[src/rtl/mips_cpu_instr_memory.sv]
// Instruction memory for the Harvard CPU fetch port: wiped on reset, filled over a
// byte-serial load port, then serves zero-latency byte-swapped fetches.
module mips_cpu_instr_memory #(
  parameter logic [31:0] BASE_ADDR   = 32'hBFC00000,
  parameter int          DEPTH_WORDS = 64,
  localparam int         AW          = $clog2(DEPTH_WORDS)
) (
  input  logic          clk,
  input  logic          reset,
  input  logic          clk_enable,
  input  logic          load_valid,
  input  logic [7:0]    load_byte,
  input  logic          load_last,
  output logic          load_ready,
  output logic          program_ready,
  output logic          overflow,
  output logic [AW:0]   word_count,
  input  logic [31:0]   instr_address,
  output logic [31:0]   instr_readdata
);

  localparam logic [AW:0]   FULL_COUNT = (AW + 1)'(DEPTH_WORDS);
  localparam logic [AW-1:0] LAST_IDX   = AW'(DEPTH_WORDS - 1);
  localparam logic [31:0]   SPAN       = 32'(4 * DEPTH_WORDS);

  typedef enum logic [1:0] {CLEAR, LOAD, RUN} state_t;

  state_t        state;
  logic [AW-1:0] clr_ptr;
  logic [AW-1:0] wr_ptr;
  logic [1:0]    byte_cnt;
  logic [23:0]   shift;
  logic [31:0]   mem [DEPTH_WORDS];

  logic          accept;
  logic          full;
  logic          mem_we;
  logic [AW-1:0] mem_addr;
  logic [31:0]   mem_wdata;
  logic [31:0]   off;
  logic          hit;
  logic [AW-1:0] idx;

  // Place the incoming byte after the bytes already gathered; unused low bytes stay 0.
  function automatic logic [31:0] pad_word(input logic [23:0] prev, input logic [7:0] b,
                                           input logic [1:0] cnt);
    case (cnt)
      2'd0:    return {b, 24'h0};
      2'd1:    return {prev[7:0], b, 16'h0};
      2'd2:    return {prev[15:0], b, 8'h0};
      default: return {prev, b};
    endcase
  endfunction

  function automatic logic [31:0] swap_bytes(input logic [31:0] w);
    return {w[7:0], w[15:8], w[23:16], w[31:24]};
  endfunction

  assign load_ready    = (state == LOAD) && clk_enable;
  assign program_ready = (state == RUN);
  assign accept        = load_ready && load_valid;
  assign full          = (word_count == FULL_COUNT);

  always_comb begin
    mem_we    = 1'b0;
    mem_addr  = wr_ptr;
    mem_wdata = pad_word(shift, load_byte, byte_cnt);
    if (reset && clk_enable) begin
      if (state == CLEAR) begin
        mem_we    = 1'b1;
        mem_addr  = clr_ptr;
        mem_wdata = 32'h0;
      end else if (accept && !full && (byte_cnt == 2'd3 || load_last)) begin
        mem_we = 1'b1;
      end
    end
  end

  always_ff @(posedge clk) begin
    if (mem_we) mem[mem_addr] <= mem_wdata;
  end

  always_ff @(posedge clk) begin
    if (!reset) begin
      state      <= CLEAR;
      clr_ptr    <= '0;
      wr_ptr     <= '0;
      byte_cnt   <= '0;
      shift      <= '0;
      word_count <= '0;
      overflow   <= 1'b0;
    end else if (clk_enable) begin
      case (state)
        CLEAR: begin
          clr_ptr <= clr_ptr + 1'b1;
          if (clr_ptr == LAST_IDX) state <= LOAD;
        end
        LOAD: begin
          if (load_valid) begin
            if (full) begin
              overflow <= 1'b1;
            end else begin
              shift    <= {shift[15:0], load_byte};
              byte_cnt <= byte_cnt + 1'b1;
              if (byte_cnt == 2'd3 || load_last) begin
                wr_ptr     <= wr_ptr + 1'b1;
                word_count <= word_count + 1'b1;
                byte_cnt   <= '0;
              end
            end
            if (load_last) state <= RUN;
          end
        end
        default: ;
      endcase
    end
  end

  // Underflowed offsets are rejected by the lower-bound compare, so no window wrap.
  assign off            = instr_address - BASE_ADDR;
  assign hit            = (instr_address[1:0] == 2'b00) && (instr_address >= BASE_ADDR) &&
                          (off < SPAN);
  assign idx            = off[AW+1:2];
  assign instr_readdata = hit ? swap_bytes(mem[idx]) : 32'h0;

endmodule

[config.mk]
export PLATFORM = sky130hd
export DESIGN_NAME = mips_cpu_instr_memory
export DESIGN_NICKNAME = d
export VERILOG_FILES = /design/src/rtl/mips_cpu_instr_memory.sv
export SDC_FILE = /design/constraint.sdc
export NUM_CORES = 2
export LEC_CHECK = 0
export BUFFER_PORTS_ARGS = -buffer_cell sky130_fd_sc_hd__buf_2
export CAP_MARGIN = 20
export CORE_MARGIN = 4
export CORE_UTILIZATION = 45
export CTS_CLUSTER_DIAMETER = 80
export CTS_CLUSTER_SIZE = 12
export DETAILED_ROUTE_END_ITERATION = 8
export HOLD_SLACK_MARGIN = 0.1
export PLACE_DENSITY = 0.67
export REMOVE_ABC_BUFFERS = 1
export SYNTH_ARGS = -nofsm -noshare
export SYNTH_HDL_FRONTEND = slang
export SYNTH_SLANG_ARGS = --single-unit
[constraint.sdc]
create_clock -name clk -period 3.05 [get_ports clk]
set_input_delay 0.305 -clock clk [delete_from_list [all_inputs] [get_ports clk]]
set_output_delay 0.305 -clock clk [all_outputs]
set_load 0.01 [all_outputs]
After elaboration in Yosys (flattened, before gate mapping)
Memory sizes are Yosys's and may differ from the RTL's.
Cells that the tools add are included.
{"block": "word_totals", "in_bits": 45, "latchBits": 0, "rom_bits": 0, "ff_bits": 48, "ram_bits": 2048, "memories": 1, "out_inout_bits": 42, "wordCells": 60}
{"name": "mem", "words": 64, "word_bits": 32, "read_ports": 1, "rd_clocked_by_memory_dff": 0, "wr": 1, "line": "33", "source": "logic [31:0] mem [DEPTH_WORDS];"}
{"block": "classes", "n_reduce_logical": 18, "n_mux": 16, "div_mod_pow": 0, "bitwise_logic": 1, "n_lt_le_gt_ge": 2, "multipliers": 0, "n_eq_ne": 10, "n_addsub": 5, "shifts": 0}
{"operator": "two-way mux 32 bit", "count": 3}
{"operator": "one-hot mux 32 bit (3 select lines)", "count": 1}
{"operator": ">= comparator 32 bit, second input constant", "count": 1}
{"operator": "< comparator 32 x 9 -> 1 bit, second input constant", "count": 1}
{"operator": "subtractor 32 bit, second input constant", "count": 1}
{"operator": "adder 6 x 1 -> 6 bit, second input constant", "count": 2}
{"operator": "two-way mux 6 bit", "count": 2}
{"operator": "AND reduction 5 bit", "count": 2}
{"operator": "two-way mux 2 bit", "count": 4}
{"operator": "AND reduction 4 bit", "count": 2}
{"operator": "adder 7 x 1 -> 7 bit, second input constant", "count": 1}
{"operator": "== test 7 bit, second input constant", "count": 1}
{"operator": "logical AND 1 bit", "count": 7}
{"operator": "== test 2 bit, second input constant", "count": 3}
{"operator": "== test 6 bit, second input constant", "count": 1}
{"operator": "logical NOT 2 bit", "count": 3}
{"operator": "two-way mux 1 bit", "count": 5}
{"operator": "== test 2 x 1 -> 1 bit, second input constant", "count": 2}
{"operator": "inequality test 2 bit, second input constant", "count": 2}
{"operator": "one-hot mux 2 bit (2 select lines)", "count": 1}
{"operator": "adder 2 x 1 -> 2 bit, second input constant", "count": 1}
{"operator": "inequality test 2 x 1 -> 1 bit, second input constant", "count": 1}
{"operator": "AND reduction 2 bit", "count": 1}
{"operator": "nonzero test 2 bit", "count": 1}
{"operator": "3 further kinds", "count": 3}

Depth between registers and ports, before layout
{"block": "depth", "ltp_word": 10, "ltp_mapped": 10, "depth_no_buf": 7}

Worst setup path after synthesis
OpenSTA, ideal clock, no wires.
{"block": "synth_timing", "kind": "reg2reg", "start": "register word_count[0]", "end": "memory mem[22][0] (enable)", "n_path_buf": 0, "synth_period_minus_slack_ns": 3.431, "arrival_ns": 3.010, "path_stages_with_launch": 8, "setup_slack_ns": -0.381, "required_ns": 2.629, "path_cell_list": "dfxtp_1 inv_1 ha_1 or4b_1 o211ai_1 a211oi_1 nand2_1 nor2_1"}
{"block": "synth_via", "elab_chain_len": 9}
{"element": "start: declaration", "line": "17", "source": "output logic [AW:0] word_count,"}
{"element": "start signal: assignment", "line": "107", "source": "word_count <= word_count + 1'b1;"}
{"element": "== test 7 bit", "line": "62", "source": "assign full = (word_count == FULL_COUNT);"}
{"element": "logical NOT 1 bit", "line": "73", "source": "end else if (accept && !full && (byte_cnt == 2'd3 || load_last)) begin"}
{"element": "logical AND 1 bit (2 in a row)", "line": "73"}
{"element": "two-way mux 1 bit", "line": "73"}
{"element": "two-way mux 1 bit", "line": "69", "source": "if (state == CLEAR) begin"}
{"element": "two-way mux 1 bit", "line": "68", "source": "if (reset && clk_enable) begin"}
{"element": "two-way mux 1 bit", "line": "80", "source": "if (mem_we) mem[mem_addr] <= mem_wdata;"}
{"element": "two-way mux 1 bit (implied by the code)", "line": "80"}
{"element": "end: declaration", "line": "33"}
No other way between the ends.

Final worst setup path
{"block": "layout_timing", "start": "memory mem[38][30]", "end": "output instr_readdata[6]"}
{"block": "layout_via", "elab_chain_len": 2}
{"element": "memory (64 x 32 bit)"}
{"element": "two-way mux 32 bit", "line": "124", "source": "assign instr_readdata = hit ? swap_bytes(mem[idx]) : 32'h0;"}
{"element": "end: declaration", "line": "19", "source": "output logic [31:0] instr_readdata"}
No other way between the ends.

==> results.md <==
* Chip width at about 440 um
* CTS sink cnt at about 2100
* Port Buffers at 86
* Cell with the most instances after synthesis: edfxtp_1
* Crit path DAT at about 2.9 ns
* HPWL after DPL at 143000 um
* Post-Syn Area per Cell at between 20 and 25 um^2
* Detailed-route via count at approximately 44000
* Slowest stage cell, crit path: mux4_2
* Worst-path clk slew at about 0.060 ns
* Failing checks: setup timing
* Cell area after synthesis at 82100 um^2
* Post-synthesis sequential area ratio at 0.760
* TritonCTS clock tree: yes
* CTS root buf: clkbuf_16
* Final worst setup slack at -0.196 ns
* Startpoint types: flip-flop
* DR WL met2 at 112000 um
* Max_cap viols at 0
* CP startpoint: mem[38][30]$_DFFE_PP_
* Max Fclk at 308 MHz
* Clk Latency, worst-skew pair at between 0.8 and 0.9 ns
* Status: finished with violations
* Commonest cells in the netlist: edfxtp_1, mux4_2, mux2i_1, nand2_1, nor2_1
* Tcrit/Tclk final at 1.06
* Starting Density at 0.453
* Global-route usage over all layers at 0.245
* Cells after Synth at 4001
* Fin crit period at between 3 and 4 ns
* Critical path, cell by cell: mux4_2 > mux4_2 > o2111ai_2 > buf_6 > nand3_4 > buf_6
* Die height at around 440 um
* Post-DRT Antenna Nets at 0
* Flops & latches, synth at between 2000 and 2500
* Maximum VDD drop at 0.509 mV
* Largest area contributor in the netlist: edfxtp_1
* Vias in the first global route at around 44000
* Worst-path fanout max at 1
* Worst setup path class: reg2out
* Final net count at around 4600
* First-pass GRT wire length at 330000 um
* Final hold viol count at 0
* Non-Filler Instances at 6931
* Clk buf depth at 3
* Lkg Pwr at just under 30 nW
* Die footprint at around 190000 um^2
* Core area at 181000 um^2
* Pre-CTS WS at -0.435 ns
* Total gr overflow at 0
* Num CTS Buffers at between 150 and 200
* Synth top area share at 0.749
* Ranking of synthesized cells by area: edfxtp_1, mux4_2, mux2i_1, dfxtp_1, nand2_1
* Slowest stage delay, CP at between 0.5 and 0.6 ns
* Worst clock skew at 0.0540 ns
* Required time worst endpoint at 2.74 ns
* Fillers at 13500
* Routed WL at ~230000 um
* H-Tree Depth at 4
* Worst min-delay path category: in2reg
* # placed instances at roughly 6700
* IO Count at 87
* Setup violations, final at 13
* Average routed wire per standard cell at roughly 34 um
* Worst slew pin tran at between 1 and 1.5 ns
* Top layer in use: met4
* Met3 WL at roughly 25000 um
* Post-synth cell types at 79
* Final count of pins violating max slew at 0
* TritonRoute pass-1 iters at 8
* Largest net degree at the start of global routing at 65
* FF-to-FF Start: state[0]$_SDFFE_PN0P_
* Drt initial violations at slightly below 6000
* Number of synthesized flops with an enable pin at 2048
* Met1 wire length at a little under 90000 um
* RSZ-0062 raised after global routing: true
* Via density per instance at 6.36
* Layout cells sized above 1 at 0.317
* Post-route DRC violation count at 0
* PwrDens at approximately 570 nW/um^2
* Yosys warns at 0
* Rows at between 150 and 200
* Top FF cell, synth: edfxtp_1
* Area Growth Syn to Fin at 18.6%
* Worst Hold Launch: load_byte[3]
* Initial antenna violation count at 6
* GPL Wtd Cong at approximately 0.85
* Setup crit end kind: primary output
* FFs w/ async S/R, synth at 0
* Max-Slew Margin vs Limit at 0.322
placed cells by master (no fill, tap or decap), types with 9 or more instances in the layout:
cell type,count
a32o_2,11
dfxtp_1,48
mux2i_1,276
nor2_1,68
buf_6,28
nand3_1,37
a21oi_2,9
and3_1,11
and2_1,18
buf_12,184
a221oi_1,48
nand2_1,178
a31oi_1,26
a21oi_1,40
nand2b_1,21
nor2_4,89
buf_4,263
a21oi_4,11
a221oi_2,16
a32o_1,9
clkbuf_1,17
xnor2_1,14
clkinv_16,10
nor2b_1,38
buf_2,59
mux2_2,12
edfxtp_1,2048
dlygate4sd3_1,15
clkbuf_16,196
a22oi_1,40
or2_4,10
mux4_2,414
a221o_1,11
layout make-up:
cell class,instances,area [um^2],area share
diodes,3,7.51,0.0000771
clock buffers,213,4960,0.0509
clock inverters,21,443,0.00455
inverters,10,45.0,0.000463
multi-input cells,1664,20000,0.205
flip-flops and latches,2096,62500,0.641
well taps,2370,2970,0.0304
repair buffers,554,6520,0.0669
power by group:
| part | switching (mW) | internal (mW) |
|---|---|---|
| sequential | 0.00874 | 31.3 |
| combinational | 1.50 | 1.06 |
| clock | 10.2 | 11.6 |
| total | 11.7 | 43.9 |
stage by stage:
step / instance area, um^2 / hold WS (ns) / util / power [mW] / setup TNS, ns
floorplan: 80700 / 0.419 / - / 32.8 / -8448.60
global placement: 90700 / 0.473 / 0.501 / 34.3 / -2.70
detailed placement: 90700 / 0.484 / 0.501 / 34.3 / -1.94
CTS: 97000 / 0.286 / 0.536 / 55.9 / -2.39
global route: 97400 / 0.359 / 0.538 / 57.2 / -2.68
finish: 97400 / 0.356 / 0.538 / 55.6 / -1.34
state kept, by name (all words and copies together), names as in the netlist:
register    flops
state           2
byte_cnt        2
shift          24
clr_ptr         6
wr_ptr          6
overflow        1
word_count      7
mem          2048
routing by layer:
layer | vias up | track usage
li1 | 17600 | -
met1 | 23200 | 0.334
met2 | 2799 | 0.388
met3 | 546 | 0.0516
met4 | 0 | 0.0991
met5 | - | 0
kinds of logic after synthesis:
group	Yosys count	synth area share
flops	2096	0.760
mux	714	0.152
simple gates	556	0.0321
compound gates	370	0.0346
buf+inv	241	0.0181
xor+xnor	16	0.00171
fa+ha+maj	8	0.00122
path summary, 6_finish.rpt:
kind                                               to  slack, ns  depth (start not counted)
worst max-delay path                instr_readdata[6]      -0.20                          6
worst min-delay path            shift[3]$_SDFFE_PN0P_       0.36                          4
worst max register to register  mem[44][17]$_DFFE_PP_       0.11                          8
worst min register to register  overflow$_SDFFE_PN0P_       0.50                          2
what timing repair did:
| action | 4_1_cts | 5_1_grt |
|---|---|---|
| setup buffers | 1 | 1 |
| endpoints found under the setup margin | 32 | 32 |
| gates cloned | 0 | 1 |
| hold buffers | 15 | 0 |
| endpoints found under the hold margin | 48 | 0 |
| resized for setup | 186 | 63 |
| pin swaps | 46 | 38 |
critical path, delay by kind of cell, from the launching register on:
family | cells | cell delay, ns
flip-flops | 1 | 0.40
buffers and inverters | 2 | 0.29
multiplexers | 2 | 1.07
AO/OA/AOI/OAI | 1 | 0.22
AND/OR/NAND/NOR | 1 | 0.09
No activity file was read; power rests on OpenSTA's default activity.
